==> config.mk <==
export PLATFORM = sky130hd
export DESIGN_NAME = addsub_serial
export DESIGN_NICKNAME = d
export VERILOG_FILES = /design/src/rtl/addsub_serial.sv
export SDC_FILE = /design/constraint.sdc
export NUM_CORES = 1
export LEC_CHECK = 0
export CAP_MARGIN = 20
export CORE_UTILIZATION = 52
export DETAILED_ROUTE_END_ITERATION = 12
export GPL_TIMING_DRIVEN = 0
export PLACE_DENSITY = 0.79
export SYNTH_ARGS = -nofsm -noshare
export SYNTH_HDL_FRONTEND = slang
export SYNTH_SLANG_ARGS = --single-unit
==> constraint.sdc <==
create_clock -name clk -period 2.5 [get_ports clk]
set_input_delay 0.75 -clock clk [delete_from_list [all_inputs] [get_ports clk]]
set_output_delay 0.75 -clock clk [all_outputs]
set_load 0.01 [all_outputs]
==> src/rtl/addsub_serial.sv <==
// Multi-cycle add/subtract: one CHUNK-bit slice per clock, LSB first, with a
// registered carry between slices and registered result/status flags.
module addsub_serial #(
  parameter int WIDTH = 16,
  parameter int CHUNK = 4
) (
  input  logic             clk,
  input  logic             rst_n,
  input  logic             start,
  input  logic             sub,
  input  logic [WIDTH-1:0] a,
  input  logic [WIDTH-1:0] b,
  output logic             busy,
  output logic             done,
  output logic [WIDTH-1:0] z,
  output logic             cout,
  output logic             zero,
  output logic             neg,
  output logic             ovf
);

  localparam int N  = WIDTH / CHUNK;
  localparam int IW = (N > 1) ? $clog2(N) : 1;

  typedef enum logic [1:0] {IDLE, RUN, DONE} state_t;

  state_t           state_q, state_d;
  logic [WIDTH-1:0] opa_q, opa_d;
  logic [WIDTH-1:0] opb_q, opb_d;
  logic [WIDTH-1:0] acc_q, acc_d;
  logic [WIDTH-1:0] z_q, z_d;
  logic [IW-1:0]    idx_q, idx_d;
  logic             carry_q, carry_d;
  logic             cout_q, cout_d;
  logic             zero_q, zero_d;
  logic             neg_q, neg_d;
  logic             ovf_q, ovf_d;
  logic [CHUNK:0]   slice_sum;
  logic             last_slice;

  // Operands shift right each RUN cycle, so the active slice is always bits [CHUNK-1:0]
  // and, on the final slice, its top bit is the operand MSB used for overflow.
  assign slice_sum  = {1'b0, opa_q[CHUNK-1:0]} + {1'b0, opb_q[CHUNK-1:0]}
                    + {{CHUNK{1'b0}}, carry_q};
  assign last_slice = (idx_q == IW'(N - 1));

  always_comb begin
    state_d = state_q;
    opa_d   = opa_q;
    opb_d   = opb_q;
    acc_d   = acc_q;
    z_d     = z_q;
    idx_d   = idx_q;
    carry_d = carry_q;
    cout_d  = cout_q;
    zero_d  = zero_q;
    neg_d   = neg_q;
    ovf_d   = ovf_q;
    case (state_q)
      IDLE: begin
        if (start) begin
          opa_d   = a;
          opb_d   = b ^ {WIDTH{sub}};
          carry_d = sub;
          idx_d   = '0;
          acc_d   = '0;
          state_d = RUN;
        end
      end
      RUN: begin
        opa_d   = opa_q >> CHUNK;
        opb_d   = opb_q >> CHUNK;
        carry_d = slice_sum[CHUNK];
        // New slice enters at the top; after N slices the word is fully assembled.
        acc_d   = WIDTH'({slice_sum[CHUNK-1:0], acc_q} >> CHUNK);
        idx_d   = idx_q + 1'b1;
        if (last_slice) begin
          z_d     = acc_d;
          cout_d  = slice_sum[CHUNK];
          zero_d  = (acc_d == '0);
          neg_d   = acc_d[WIDTH-1];
          ovf_d   = (opa_q[CHUNK-1] == opb_q[CHUNK-1])
                 && (slice_sum[CHUNK-1] != opa_q[CHUNK-1]);
          state_d = DONE;
        end
      end
      DONE:    state_d = IDLE;
      default: state_d = IDLE;
    endcase
  end

  always_ff @(posedge clk or negedge rst_n) begin
    if (!rst_n) begin
      state_q <= IDLE;
      opa_q   <= '0;
      opb_q   <= '0;
      acc_q   <= '0;
      z_q     <= '0;
      idx_q   <= '0;
      carry_q <= 1'b0;
      cout_q  <= 1'b0;
      zero_q  <= 1'b0;
      neg_q   <= 1'b0;
      ovf_q   <= 1'b0;
    end else begin
      state_q <= state_d;
      opa_q   <= opa_d;
      opb_q   <= opb_d;
      acc_q   <= acc_d;
      z_q     <= z_d;
      idx_q   <= idx_d;
      carry_q <= carry_d;
      cout_q  <= cout_d;
      zero_q  <= zero_d;
      neg_q   <= neg_d;
      ovf_q   <= ovf_d;
    end
  end

  assign busy = (state_q == RUN);
  assign done = (state_q == DONE);
  assign z    = z_q;
  assign cout = cout_q;
  assign zero = zero_q;
  assign neg  = neg_q;
  assign ovf  = ovf_q;

endmodule

# Word-level counts from Yosys, hierarchy flattened
# Cells that the tools add are included.
# Widths: inputs -> output; s select.
# classes
n_addsub,3
n_eq_ne,7
muxes,13
bitwise_logic,1
reduce_logical,7
# ops
operator,count
$pmux 16 s2,3
$mux 16,3
$logic_not 16->1,1
$xor 16x16->16,1
$pmux 2 s2,2
$mux 2,3
$reduce_and 2->1,3
$add 4x4->5,1
$add 5x1->5,1
$eq 2x2->1 const B,2
$add 2x1->2 const B,1
$eq 2x1->1 const B,1
$logic_not 2->1,1
$ne 2x1->1 const B,1
$ne 2x2->1 const B,1
$pmux 1 s2,1
$reduce_bool 2->1,1
$eq 1x1->1,1
$logic_and 1x1->1,1
$mux 1,1
$ne 1x1->1,1
# word_totals
ff_bits,73
in_bits,36
output_inout_bits,22
elab_cells,42

# Depth between registers and ports, before layout
# logic_depth
ltp_word,4
ltp_mapped,7
mapped_depth_nobuf,7

# Least setup slack after synthesis
# OpenSTA, ideal clock, no wires.
# synth_path
kind,reg-to-reg
start,register opa_q[0]
end,"register zero_q, in the netlist zero"
setup_time_ps,95
arrival_time_ps,1862
required_ps,2405
slack_ps,542
stages_incl_launch_ff,8
n_path_buf,0
path_cell_list,dfrtp_1 > inv_1 > fa_1 > inv_1 > fa_1 > nor4_1 > nand4_1 > o31ai_1
# synth_between
elab_chain_cells,3
# synth_lines
item,line_no,rtl
start: declaration,28,"logic [WIDTH-1:0] opa_q, opa_d;"
start signal: assignment,107,opa_q <= opa_d;
$add 4x4->5,43,"assign slice_sum = {1'b0, opa_q[CHUNK-1:0]} + {1'b0, opb_q[CHUNK-1:0]}"
$add 5x1->5,44,"+ {{CHUNK{1'b0}}, carry_q};"
via slice_sum[1],38,logic [CHUNK:0] slice_sum;
$logic_not 16->1,80,zero_d = (acc_d == '0);
end signal: assignment,114,zero_q <= zero_d;
end: declaration,35,"logic zero_q, zero_d;"
# The timed path passes the listed nets, and every way through them passes these cells.
# A chain may end at the register's enable or synchronous reset.

# Worst setup path after layout
# layout_path
start,register state_q[1]
end,output busy
# layout_between
elab_chain_cells,1
# layout_lines
item,line_no,rtl
start: declaration,27,"state_t state_q, state_d;"
start signal: assignment,106,state_q <= state_d;
$eq 2x1->1,120,assign busy = (state_q == RUN);
end: declaration,13,"output logic busy,"
# No other way between the ends.

==> impl_metrics.env <==
export IMPL_status="finished clean"
export IMPL_grt_usage=0.237
export IMPL_seq_power_share=0.365
export IMPL_yosysUniqueCellTypes=33
export IMPL_synth_xor_area_frac=0.0518
export IMPL_nFillCells=487
export IMPL_port_buffers=55
export IMPL_whs_endpoint="opa_q[0]$_DFFE_PN0P_"
export IMPL_period_share=0.961
export IMPL_p_clk_frac=0.190
export IMPL_cp_data_required_time_ps=1750
export IMPL_core_area_sq_um=5960
export IMPL_chipWidth_um=80.6
export IMPL_final_cells=440
export IMPL_finalHoldViolCount=0
export IMPL_place_area_sq_um=3860
export IMPL_cp_max_fo=15
export IMPL_whs_ps=480
export IMPL_syn_cell_area_sq_um=3210
export IMPL_tns_ps=0
export IMPL_dpl_cell_count=425
export IMPL_dieArea_sq_um=6500
export IMPL_r2r_slack_ps=300
export IMPL_std_cell_rows=28
export IMPL_die_h_um=80.6
export IMPL_fin_skew_ps=6.14
export IMPL_ir_drop_mv=0.723
export IMPL_antenna_left=0
export IMPL_reg2reg_depth=7
export IMPL_switching_share=0.359
export IMPL_clk_latency_ps=340
export IMPL_synth_compound_area_frac=0.143
export IMPL_clock_sinks=68
export IMPL_yosys_area_share_adder=0.0280
export IMPL_met1_length_mm=3.11
export IMPL_nNetsFinal=402
export IMPL_synth_area_per_cell_sq_um=10.9
export IMPL_final_max_slew_viol_count=0
export IMPL_synth_ff_type="dfrtp_1"
export IMPL_place_hpwl_mm=4.74
export IMPL_min_path_cells=2
export IMPL_slew_limit_headroom=0.433
export IMPL_routedWlPerCell_um=15.1
export IMPL_place_congestion=0.816
export IMPL_end_kind="output pin"
export IMPL_critPathLaunch="state_q[1]$_DFFE_PN0P_"
export IMPL_dp_slack_ps=278
export IMPL_fin_ws_ps=97.5
export IMPL_clockBufferDepth=2
export IMPL_crit_type="reg -> out"
export IMPL_synth_warning_count=0
export IMPL_grt_pass1_wl_mm=11.4
export IMPL_start_util=0.540
export IMPL_syn_to_final_growth_pct=26.7
export IMPL_rsz0062_at_grt="no"
export IMPL_cts_root_buf="clkbuf_8"
export IMPL_routed_top_layer="met4"
export IMPL_synth_top_family_by_area="compound AO/OA/AOI/OAI gates"
export IMPL_antenna_cells=0
export IMPL_drive_gt1_frac=0.148
export IMPL_tritoncts="done"
export IMPL_seq_area_sq_um=1700
export IMPL_hold_start="opa_q[0]$_DFFE_PN0P_"
export IMPL_grt_ovfl_total=0
export IMPL_fin_crit_ps=2400
export IMPL_grt_max_degree=69
export IMPL_layout_common_cells="68 x dfrtp_1, 53 x clkdlybuf4s50_1, 41 x nand2_1, 37 x o21ai_0, 24 x a21oi_1"
export IMPL_power_density_nw_per_um2=1270
export IMPL_cts_made_buffers=9
export IMPL_path_clk_slew_ps=70
export IMPL_finalPower_mw=5.19
export IMPL_layout_commonest_cell="dfrtp_1"
export IMPL_postSynthCellCount=295
export IMPL_drtIter0Drc=83
export IMPL_holdBufCountCts=0
export IMPL_antenna_found_initial=0
export IMPL_cts_max_level=3
export IMPL_finalInstanceArea_sq_um=4070
export IMPL_final_util=0.684
export IMPL_tightestPinTransition_ps=850
export IMPL_multi_input_area_sq_um=1360
export IMPL_postCtsSetupRepairBufs=0
export IMPL_synthMuxAreaShare=0.102
export IMPL_io_pins=58
export IMPL_vias_per_cell=5.29
export IMPL_p_leak_nw=1.88
export IMPL_cp_arrival_ps=1650
export IMPL_max_freq_mhz=416
export IMPL_r2r_end="zero$_DFFE_PN0P_"
export IMPL_yosysSeqAreaShare=0.529
export IMPL_crit_reg2reg_launch="opa_q[0]$_DFFE_PN0P_"
export IMPL_met2_length_mm=3.23
export IMPL_wirelength_mm=6.63
export IMPL_grt_pass1_vias=2389
export IMPL_setup_viol=0
export IMPL_drtPass1Iterations=4
export IMPL_synth_edff_count=0
export IMPL_vias=2327
export IMPL_hp_class="reg -> reg"
export IMPL_route_met3_wl_um=193
export IMPL_cap_violations=0
export IMPL_drcViolationCount=0
export IMPL_p_int_mw=3.33
export IMPL_synth_simple_area_share=0.0985
export IMPL_startpoint_type="flop"
export IMPL_synth_seq_cells=68
export IMPL_switchingPower_mw=1.86
export IMPL_async_reset_ff_frac=1.00
export IMPL_p_comb_frac=0.445
export IMPL_syn_nets=337
-- power groups by stage --
stage          Sequential (mW)  Clock (mW)  Combinational [mW]
6_report                  1.89       0.985                2.31
2_1_floorplan             1.88           0                1.55
4_1_cts                   1.90        1.00                2.34
3_3_place_gp              1.88           0                2.26
3_5_place_dp              1.92           0                2.34
5_1_grt                   1.96        1.05                2.58
-- routing by layer --
metal	GRT usage	up-vias
met2	0.392	56
li1	-	1137
met5	0	-
met3	0.0420	8
met4	0.109	0
met1	0.300	1126
-- synth_stat cells, drive strengths merged (2+ instances only) --
master,count,share of area
a21oi,24,0.037
buf,17,0.036
xnor2,14,0.038
o31ai,2,0.0047
fa,2,0.012
nor2b,10,0.019
inv,5,0.0058
nand2,42,0.050
o21ai,38,0.060
mux2i,12,0.037
dfrtp,68,0.53
clkbuf,3,0.0043
mux2,14,0.064
nor4,2,0.0039
xor2,5,0.014
nor2,14,0.016
ha,4,0.016
a22o,11,0.030
-- state kept, by name, summed over array words and instances, names as in the netlist --
| register | count |
|---|---|
| zero | 1 |
| acc_q | 12 |
| opb_q | 16 |
| opa_q | 16 |
| cout | 1 |
| state_q | 2 |
| ovf | 1 |
| z | 16 |
| carry_q | 1 |
| idx_q | 2 |
-- worst max-delay path: stages (launching register included) --
cell             delay, ps
dfrtp_1                390
nand2b_4               160
clkinv_2               180
clkdlybuf4s50_1        570
-- what timing repair did --
item | CTS | global route
endpoints found under the hold margin | 0 | 0
setup endpoints to repair | 2 | 1
resized for setup | 1 | 2
-- kinds of logic after synthesis --
group,Yosys count
and+or+nand+nor,71
xor gates and xnor gates,19
buffers and inverters,26
muxes,26
DFF,68
adders and majority gates,6
AOI/OAI and AO/OA,79
-- area by class of cell --
class / instances / area share
Clock buffer: 11 / 0.0347
Sequential cell: 68 / 0.418
Inverter: 6 / 0.00584
Tap cell: 75 / 0.0230
Clock inverter: 5 / 0.0184
Timing Repair Buffer: 55 / 0.135
Buffer: 19 / 0.0310
Multi-Input combinational cell: 201 / 0.334
-- worst max path at each step --
stage | cells after the start | end | slack, ps
CTS | 3 | done | 20
floorplan | 7 | zero$_DFFE_PN0P_ | 540
global placement | 1 | opb_q[12]$_DFFE_PN0P_ | -1510
detailed placement | 7 | zero$_DFFE_PN0P_ | 280
global route | 3 | busy | 40
finish | 3 | busy | 100
No activity file was read; power rests on OpenSTA's default activity.
